`src/rtl/activ4_stim.sv`:
```
// Serial MSB-first stimulus generator for the Activity 4 detector; x_valid is its clock enable.
// Button-to-x_valid latency DEBOUNCE_CYCLES+3 cycles; no backpressure, load always preempts advance.
module activ4_stim #(
    parameter int PAT_W           = 8,
    parameter int DEBOUNCE_CYCLES = 1_000_000,
    parameter int AUTO_DIV        = 50_000_000
) (
    input  logic                     clk,
    input  logic                     reset_n,
    input  logic                     btn_load,
    input  logic                     btn_step,
    input  logic                     auto_run,
    input  logic [PAT_W-1:0]         pattern,
    output logic                     x,
    output logic                     x_valid,
    output logic [$clog2(PAT_W)-1:0] bit_idx,
    output logic                     busy,
    output logic                     done
);

    localparam int IW = $clog2(PAT_W);
    localparam int DW = $clog2(DEBOUNCE_CYCLES + 1);
    localparam int AW = $clog2(AUTO_DIV + 1);
    localparam logic [DW-1:0] DEB_LAST = DW'(DEBOUNCE_CYCLES - 1);
    localparam logic [AW-1:0] DIV_LAST = AW'(AUTO_DIV - 1);
    localparam logic [IW-1:0] IDX_LAST = IW'(PAT_W - 1);

    typedef enum logic [1:0] {S_IDLE, S_SHIFT, S_EMIT, S_DONE} state_t;

    logic [1:0]       r_load_sync;
    logic [1:0]       r_step_sync;
    logic [1:0]       r_auto_sync;
    logic [DW-1:0]    r_deb_cnt [2];
    logic [1:0]       r_deb;
    logic [1:0]       r_deb_d;
    logic [AW-1:0]    r_div;
    state_t           r_state;
    logic [PAT_W-1:0] r_shreg;
    logic [IW-1:0]    r_idx;
    logic             r_x;
    logic             r_x_valid;
    logic             r_busy;
    logic             r_done;

    logic [1:0] w_sync;
    logic       w_load_ev;
    logic       w_step_ev;
    logic       w_auto;
    logic       w_tick;
    logic       w_adv;

    always_ff @(posedge clk or negedge reset_n) begin
        if (!reset_n) begin
            r_load_sync <= '0;
            r_step_sync <= '0;
            r_auto_sync <= '0;
        end else begin
            r_load_sync <= {r_load_sync[0], btn_load};
            r_step_sync <= {r_step_sync[0], btn_step};
            r_auto_sync <= {r_auto_sync[0], auto_run};
        end
    end

    assign w_sync = {r_step_sync[1], r_load_sync[1]};
    assign w_auto = r_auto_sync[1];

    // Index 0 debounces load, index 1 debounces step.
    always_ff @(posedge clk or negedge reset_n) begin
        if (!reset_n) begin
            r_deb        <= '0;
            r_deb_d      <= '0;
            r_deb_cnt[0] <= '0;
            r_deb_cnt[1] <= '0;
        end else begin
            r_deb_d <= r_deb;
            for (int i = 0; i < 2; i++) begin
                if (w_sync[i] != r_deb[i]) begin
                    if (r_deb_cnt[i] == DEB_LAST) begin
                        r_deb[i]     <= w_sync[i];
                        r_deb_cnt[i] <= '0;
                    end else begin
                        r_deb_cnt[i] <= r_deb_cnt[i] + DW'(1);
                    end
                end else begin
                    r_deb_cnt[i] <= '0;
                end
            end
        end
    end

    assign w_load_ev = r_deb[0] & ~r_deb_d[0];
    assign w_step_ev = r_deb[1] & ~r_deb_d[1];

    assign w_tick = (r_state == S_SHIFT) && w_auto && (r_div == DIV_LAST);
    assign w_adv  = w_auto ? w_tick : w_step_ev;

    always_ff @(posedge clk or negedge reset_n) begin
        if (!reset_n) begin
            r_div <= '0;
        end else if ((r_state == S_SHIFT) && w_auto) begin
            r_div <= w_tick ? '0 : r_div + AW'(1);
        end else begin
            r_div <= '0;
        end
    end

    // Outputs are registered alongside the state so they change only on the transition edge.
    always_ff @(posedge clk or negedge reset_n) begin
        if (!reset_n) begin
            r_state   <= S_IDLE;
            r_shreg   <= '0;
            r_idx     <= '0;
            r_x       <= 1'b0;
            r_x_valid <= 1'b0;
            r_busy    <= 1'b0;
            r_done    <= 1'b0;
        end else if (w_load_ev) begin
            r_state   <= S_SHIFT;
            r_shreg   <= pattern;
            r_idx     <= '0;
            r_x       <= pattern[PAT_W-1];
            r_x_valid <= 1'b0;
            r_busy    <= 1'b1;
            r_done    <= 1'b0;
        end else begin
            case (r_state)
                S_SHIFT: begin
                    if (w_adv) begin
                        r_state   <= S_EMIT;
                        r_x_valid <= 1'b1;
                    end
                end
                S_EMIT: begin
                    r_x_valid <= 1'b0;
                    if (r_idx == IDX_LAST) begin
                        r_state <= S_DONE;
                        r_x     <= 1'b0;
                        r_busy  <= 1'b0;
                        r_done  <= 1'b1;
                    end else begin
                        r_state <= S_SHIFT;
                        r_shreg <= r_shreg << 1;
                        r_idx   <= r_idx + IW'(1);
                        r_x     <= r_shreg[PAT_W-2];
                    end
                end
                default: ;
            endcase
        end
    end

    assign x       = r_x;
    assign x_valid = r_x_valid;
    assign bit_idx = r_idx;
    assign busy    = r_busy;
    assign done    = r_done;

endmodule

```
`config.mk`:
```
export PLATFORM = sky130hd
export DESIGN_NAME = activ4_stim
export DESIGN_NICKNAME = d
export VERILOG_FILES = /design/src/rtl/activ4_stim.sv
export SDC_FILE = /design/constraint.sdc
export NUM_CORES = 1
export LEC_CHECK = 0
export BUFFER_PORTS_ARGS = -buffer_cell sky130_fd_sc_hd__buf_2
export CAP_MARGIN = 20
export CORE_MARGIN = 2
export CORE_UTILIZATION = 61
export DETAILED_ROUTE_END_ITERATION = 10
export PLACE_DENSITY = 0.91
export SYNTH_ARGS = -nofsm -noshare
export SYNTH_HDL_FRONTEND = slang
export SYNTH_SLANG_ARGS = --single-unit
```
`constraint.sdc`:
```
create_clock -name clk -period 2.6 [get_ports clk]
set_input_delay 0.39 -clock clk [delete_from_list [all_inputs] [get_ports clk]]
set_output_delay 0.39 -clock clk [all_outputs]
set_load 0.01 [all_outputs]
```
-- Word-level counts from Yosys, hierarchy flattened
Cells that the tools add are included.
W data, S select, Z words.
- word-level logic and storage cells: 73
- output and inout bits: 7
- input bits: 13
- flip-flop bits (word level): 92
- equal/unequal tests: 10
- $add $sub $neg: 4
- reductions and logical operators: 10
- bitwise gates (word level): 4
- muxes and demuxes: 29
- operator list (kind ; count):
    $mux W20 ; 4
    $mux W26 ; 2
    $add A20 B1 Y20 const B ; 2
    $eq A20 B20 Y1 const B ; 2
    $add A26 B1 Y26 const B ; 1
    $eq A26 B26 Y1 const B ; 1
    $mux W7 ; 3
    $mux W1 ; 12
    $reduce_and A2 Y1 ; 5
    $mux W3 ; 3
    $mux W2 ; 3
    $pmux W2 S2 ; 1
    $reduce_bool A2 Y1 ; 2
    $add A3 B1 Y3 const B ; 1
    $eq A3 B3 Y1 const B ; 1
    $ne A3 B3 Y1 const B ; 1
    $reduce_bool A3 Y1 ; 1
    $and A1 B1 Y1 ; 2
    $eq A2 B1 Y1 const B ; 1
    $eq A2 B2 Y1 const B ; 1
    $logic_and A1 B1 Y1 ; 2
    $ne A1 B1 Y1 ; 2
    $ne A2 B2 Y1 const B ; 1
    $not A1 Y1 ; 2
    $pmux W1 S2 ; 1

-- Logic depth before layout (Yosys ltp)
- depth in word-level cells: 7
- gate-level depth with buffers: 6
- mapped depth without buffers: 5

-- Worst setup path before layout
Ideal clock, no wire load.
- path type: register -> register
- start point: register r_deb_cnt[20] (netlist name)
- end point: register r_deb_cnt[29] (netlist name)
- stages on the path, launching flop included: 7
- required time: 2.468 ns
- period minus slack after synthesis: 1.927 ns
- arrival: 1.795 ns
- path slack: 0.673 ns
- library setup time: 0.132 ns
- path buffers: 1
- cells stage by stage: dfrtp_1 ha_1 and3_1 nand3_1 o31ai_2 clkbuf_1 nor2_1
- cells in the longest elaborated chain, start to end: 3
- elaborated cells on any way between the ends: 4
- those cells by class: add/sub: 1; eq/ne: 1; mux: 2
- ends and longest elaborated chain (what ; line ; text):
    start: declaration ; 33 ; logic [DW-1:0] r_deb_cnt [2];
    start signal: indexed assignment ; 82 ; r_deb_cnt[i] <= r_deb_cnt[i] + DW'(1);
    $add A20 B1 Y20 / $eq A20 B20 Y1 (equally long branches) ; 82, 78 ;
    $mux W20 * ; 78 ; if (r_deb_cnt[i] == DEB_LAST) begin
    $mux W20 * ; 77 ; if (w_sync[i] != r_deb[i]) begin
Every way passes the cells marked *; elsewhere a longest branch is shown, timed or not.
A chain may end at the register's enable or synchronous reset.

-- Worst setup path after layout
- start point: register r_div[0]
- end point: register r_div[22]
- cells in the longest elaborated chain, start to end: 4
- elaborated cells on any way between the ends: 5
- those cells by class: add/sub: 1; eq/ne: 1; mux: 2; reduce/logical: 1
- ends and longest elaborated chain (what ; line ; text):
    start: declaration ; 36 ; logic [AW-1:0] r_div;
    start signal: assignment ; 101 ; r_div <= w_tick ? '0 : r_div + AW'(1);
    parallel branches: the longest is 2 deep, another holds $add A26 B1 Y26 ; n/a ;
    $mux W26 * ; 101 ;
    $mux W26 * ; 100 ; end else if ((r_state == S_SHIFT) && w_auto) begin
Every way passes the cells marked *.

==> results.json <==
{
  "core_um2": 7180,
  "outcome": "completed",
  "synthFlopType": "dfrtp_1",
  "synth_top_family_by_area": "simple AND/OR/NAND/NOR gates",
  "worstPathMaxFanout": 4,
  "slew_headroom_pct": 47.6,
  "nets": 495,
  "gp_congestion": 0.864,
  "critPathMaxStageDelay_ps": 630,
  "cts_buffers": 9,
  "fp.dieH_um": 89.5,
  "initial_core_util_pct": 62.1,
  "h-tree-depth": 3,
  "grt_remaining_overflow": 0,
  "drv_cap": 0,
  "tns_ps": 0,
  "drive_above_1_share_pct": 11.0,
  "synthXorXnorAreaFrac_pct": 8.05,
  "synth-edff-count": 0,
  "p_leak_uw": 0.00193,
  "synth_area_um2": 4460,
  "worstPathCellList": "ha_1 > nand4_1 > nor4_1 > or4b_2 > a21oi_1",
  "r2r_start": "r_div[0]",
  "diodes": 0,
  "clock_latency_ps": 360,
  "cts.sinks": 92,
  "worst_slack_ps": 556,
  "drc": 0,
  "first_global_vias": 3484,
  "fmax_mhz": 489,
  "track_usage_pct": 24.8,
  "fillers": 525,
  "min_period_ps": 2040,
  "synthArstFlopShare_pct": 100,
  "rows": 31,
  "yosys-mux-area-fraction_pct": 2.30,
  "die_area_um2": 8010,
  "skew_ps": 7.44,
  "cp-end-kind": "flop",
  "finalNonFillerCells": 581,
  "grt_antenna_before_repair": 0,
  "ff_latch_area_um2": 2300,
  "io_buffers": 19,
  "utilization_pct": 68.6,
  "cts_tree": "done",
  "crit_start": "r_div[0]",
  "syn2layout_area_growth_pct": 10.4,
  "hp-class": "input pin to async pin",
  "clock-root-buffer": "clkbuf_8",
  "synth-simple-area-share_pct": 26.6,
  "irDropWorstVdd_mv": 0.489,
  "clkSlewWorstSetupHoldPaths_ps": 90,
  "ys_types": 43,
  "ctsResizeCount": 0,
  "die_x_um": 89.5,
  "place_ws_ps": 587,
  "antenna_left": 0,
  "finalHoldViolCount": 0,
  "hpwl_um": 6100,
  "hold_buffers": 0,
  "worstPathArrival_ps": 2340,
  "vias": 3572,
  "whs_ps": 22.2,
  "drt-initial-drc-count": 292,
  "multi_input_area_um2": 2080,
  "postSynthCellCount": 452,
  "synth-compound-area-share_pct": 8.19,
  "startpoint_type": "flop",
  "syn_nets": 470,
  "post-cts-setup-buffers": 0,
  "drv_slew": 0,
  "synth_adder_area_share_pct": 1.40,
  "cts_buffer_depth": 2,
  "drt-total-wl_um": 9030,
  "setup.worst_path.class": "flop to flop",
  "synth_seq_cells": 92,
  "p_per_area_nw_per_um2": 521,
  "drt-pass1-iter-count": 5,
  "vias_per_cell": 6.15,
  "worst_pin_slew_ps": 784,
  "wl_per_cell_um": 15.5,
  "grt_pass1_wl_um": 15300,
  "yosysSeqAreaShare_pct": 51.6,
  "placedCellCount": 565,
  "fin_crit_sh_pct": 78.6,
  "avgSynthCellArea_um2": 9.87,
  "yosys_warnings": 0,
  "io_pins": 20,
  "required_ps": 2890,
  "finalSetupViolCount": 0,
  "rsz0062_at_grt": "no",
  "grt_max_degree": 48,
  "cpMaxStageDelayCell": "or4b_2"
}
path summary, 6_finish.rpt:
path,to,slack [ps],depth (start not counted)
max reg2reg,r_div[22],560,5
max,r_div[22],560,5
min reg2reg,r_step_sync[1],350,0
min,bit_idx[0],20,1
min in group clk,r_load_sync[0],130,1
max in group asynchronous,r_deb_cnt[9],1930,2
cells in the final DEF (no fill, tap or decap), types with 14 or more instances in the layout:
cell type	n
dfrtp_1	92
nor2_1	57
nand2_1	33
nand3_1	31
xnor2_1	28
a21oi_1	27
o21ai_0	19
buf_2	18
or4_1	14
routing by layer:
metal / wire length, um / track usage, % / part of all wire (%)
met1: 4030 / 32.2 / 45
met2: 4440 / 40.6 / 49
met3: 348 / 3.88 / 3.9
met4: 218 / 12.6 / 2.4
met5: 0 / 0 / 0
power by group:
| part | leakage (uW) | internal (uW) | total (uW) | switching, uW |
|---|---|---|---|---|
| logic | 0.000590 | 21.5 | 68.3 | 46.8 |
| registers | 0.00123 | 1440 | 1450 | 10.9 |
| clock network | 0.000112 | 548 | 1040 | 495 |
worst max-delay path, delay by kind of cell (launching register included):
kind	cells	cell delay [ps]
AND/OR/NAND/NOR	3	1190
AO/OA/AOI/OAI	1	160
adder cells (fa/ha/maj)	1	230
flip-flops	1	400
synthesized netlist by cell type (5+ instances only):
master	number	share of area (%)
dfrtp_1	92	52
nor2_1	57	4.8
nand2_1	33	2.8
nand3_1	31	3.5
xnor2_1	28	5.5
a21oi_1	27	3.0
o21ai_0	19	2.1
or4_1	14	2.4
nand4_1	13	1.8
xor2_1	13	2.6
nor4_1	12	1.7
nor3_1	10	1.1
and3_1	9	1.3
o31ai_1	9	1.5
or3_1	9	1.3
inv_1	8	0.67
mux2i_1	8	1.8
clkbuf_1	7	0.59
and4_1	5	0.98
ha_1	5	1.4
sequential cells by signal, indices dropped and copies added (netlist names):
signal / flops
r_deb: 2
busy: 1
r_div: 26
r_shreg: 7
bit_idx: 3
r_step_sync: 2
x: 1
done: 1
r_deb_d: 2
r_deb_cnt: 40
r_load_sync: 2
x_valid: 1
r_state: 2
r_auto_sync: 2
cell type report:
class                           count  share of cell area [%]
Sequential cell                    92                    46.8
Multi-Input combinational cell    340                    42.3
Clock buffer                       13                    3.63
Timing Repair Buffer               26                    3.30
Tap cell                           99                    2.52
Clock inverter                      3                   0.864
Inverter                            8                   0.610
cells by family after synthesis:
kind of cell | count (synthesis)
simple gates | 222
flops | 92
compound gates | 62
xor+xnor | 41
buf+inv | 20
mux | 10
fa+ha+maj | 5
per-stage QoR:
| step | area (um^2) | power (uW) |
|---|---|---|
| after global routing | 4920 | 2650 |
| after detailed placement | 4700 | 1550 |
| final | 4920 | 2560 |
| after CTS | 4920 | 2580 |
| after global placement | 4700 | 1550 |
| after floorplan | 4460 | 1500 |
Power figures use the tool's default switching activity.
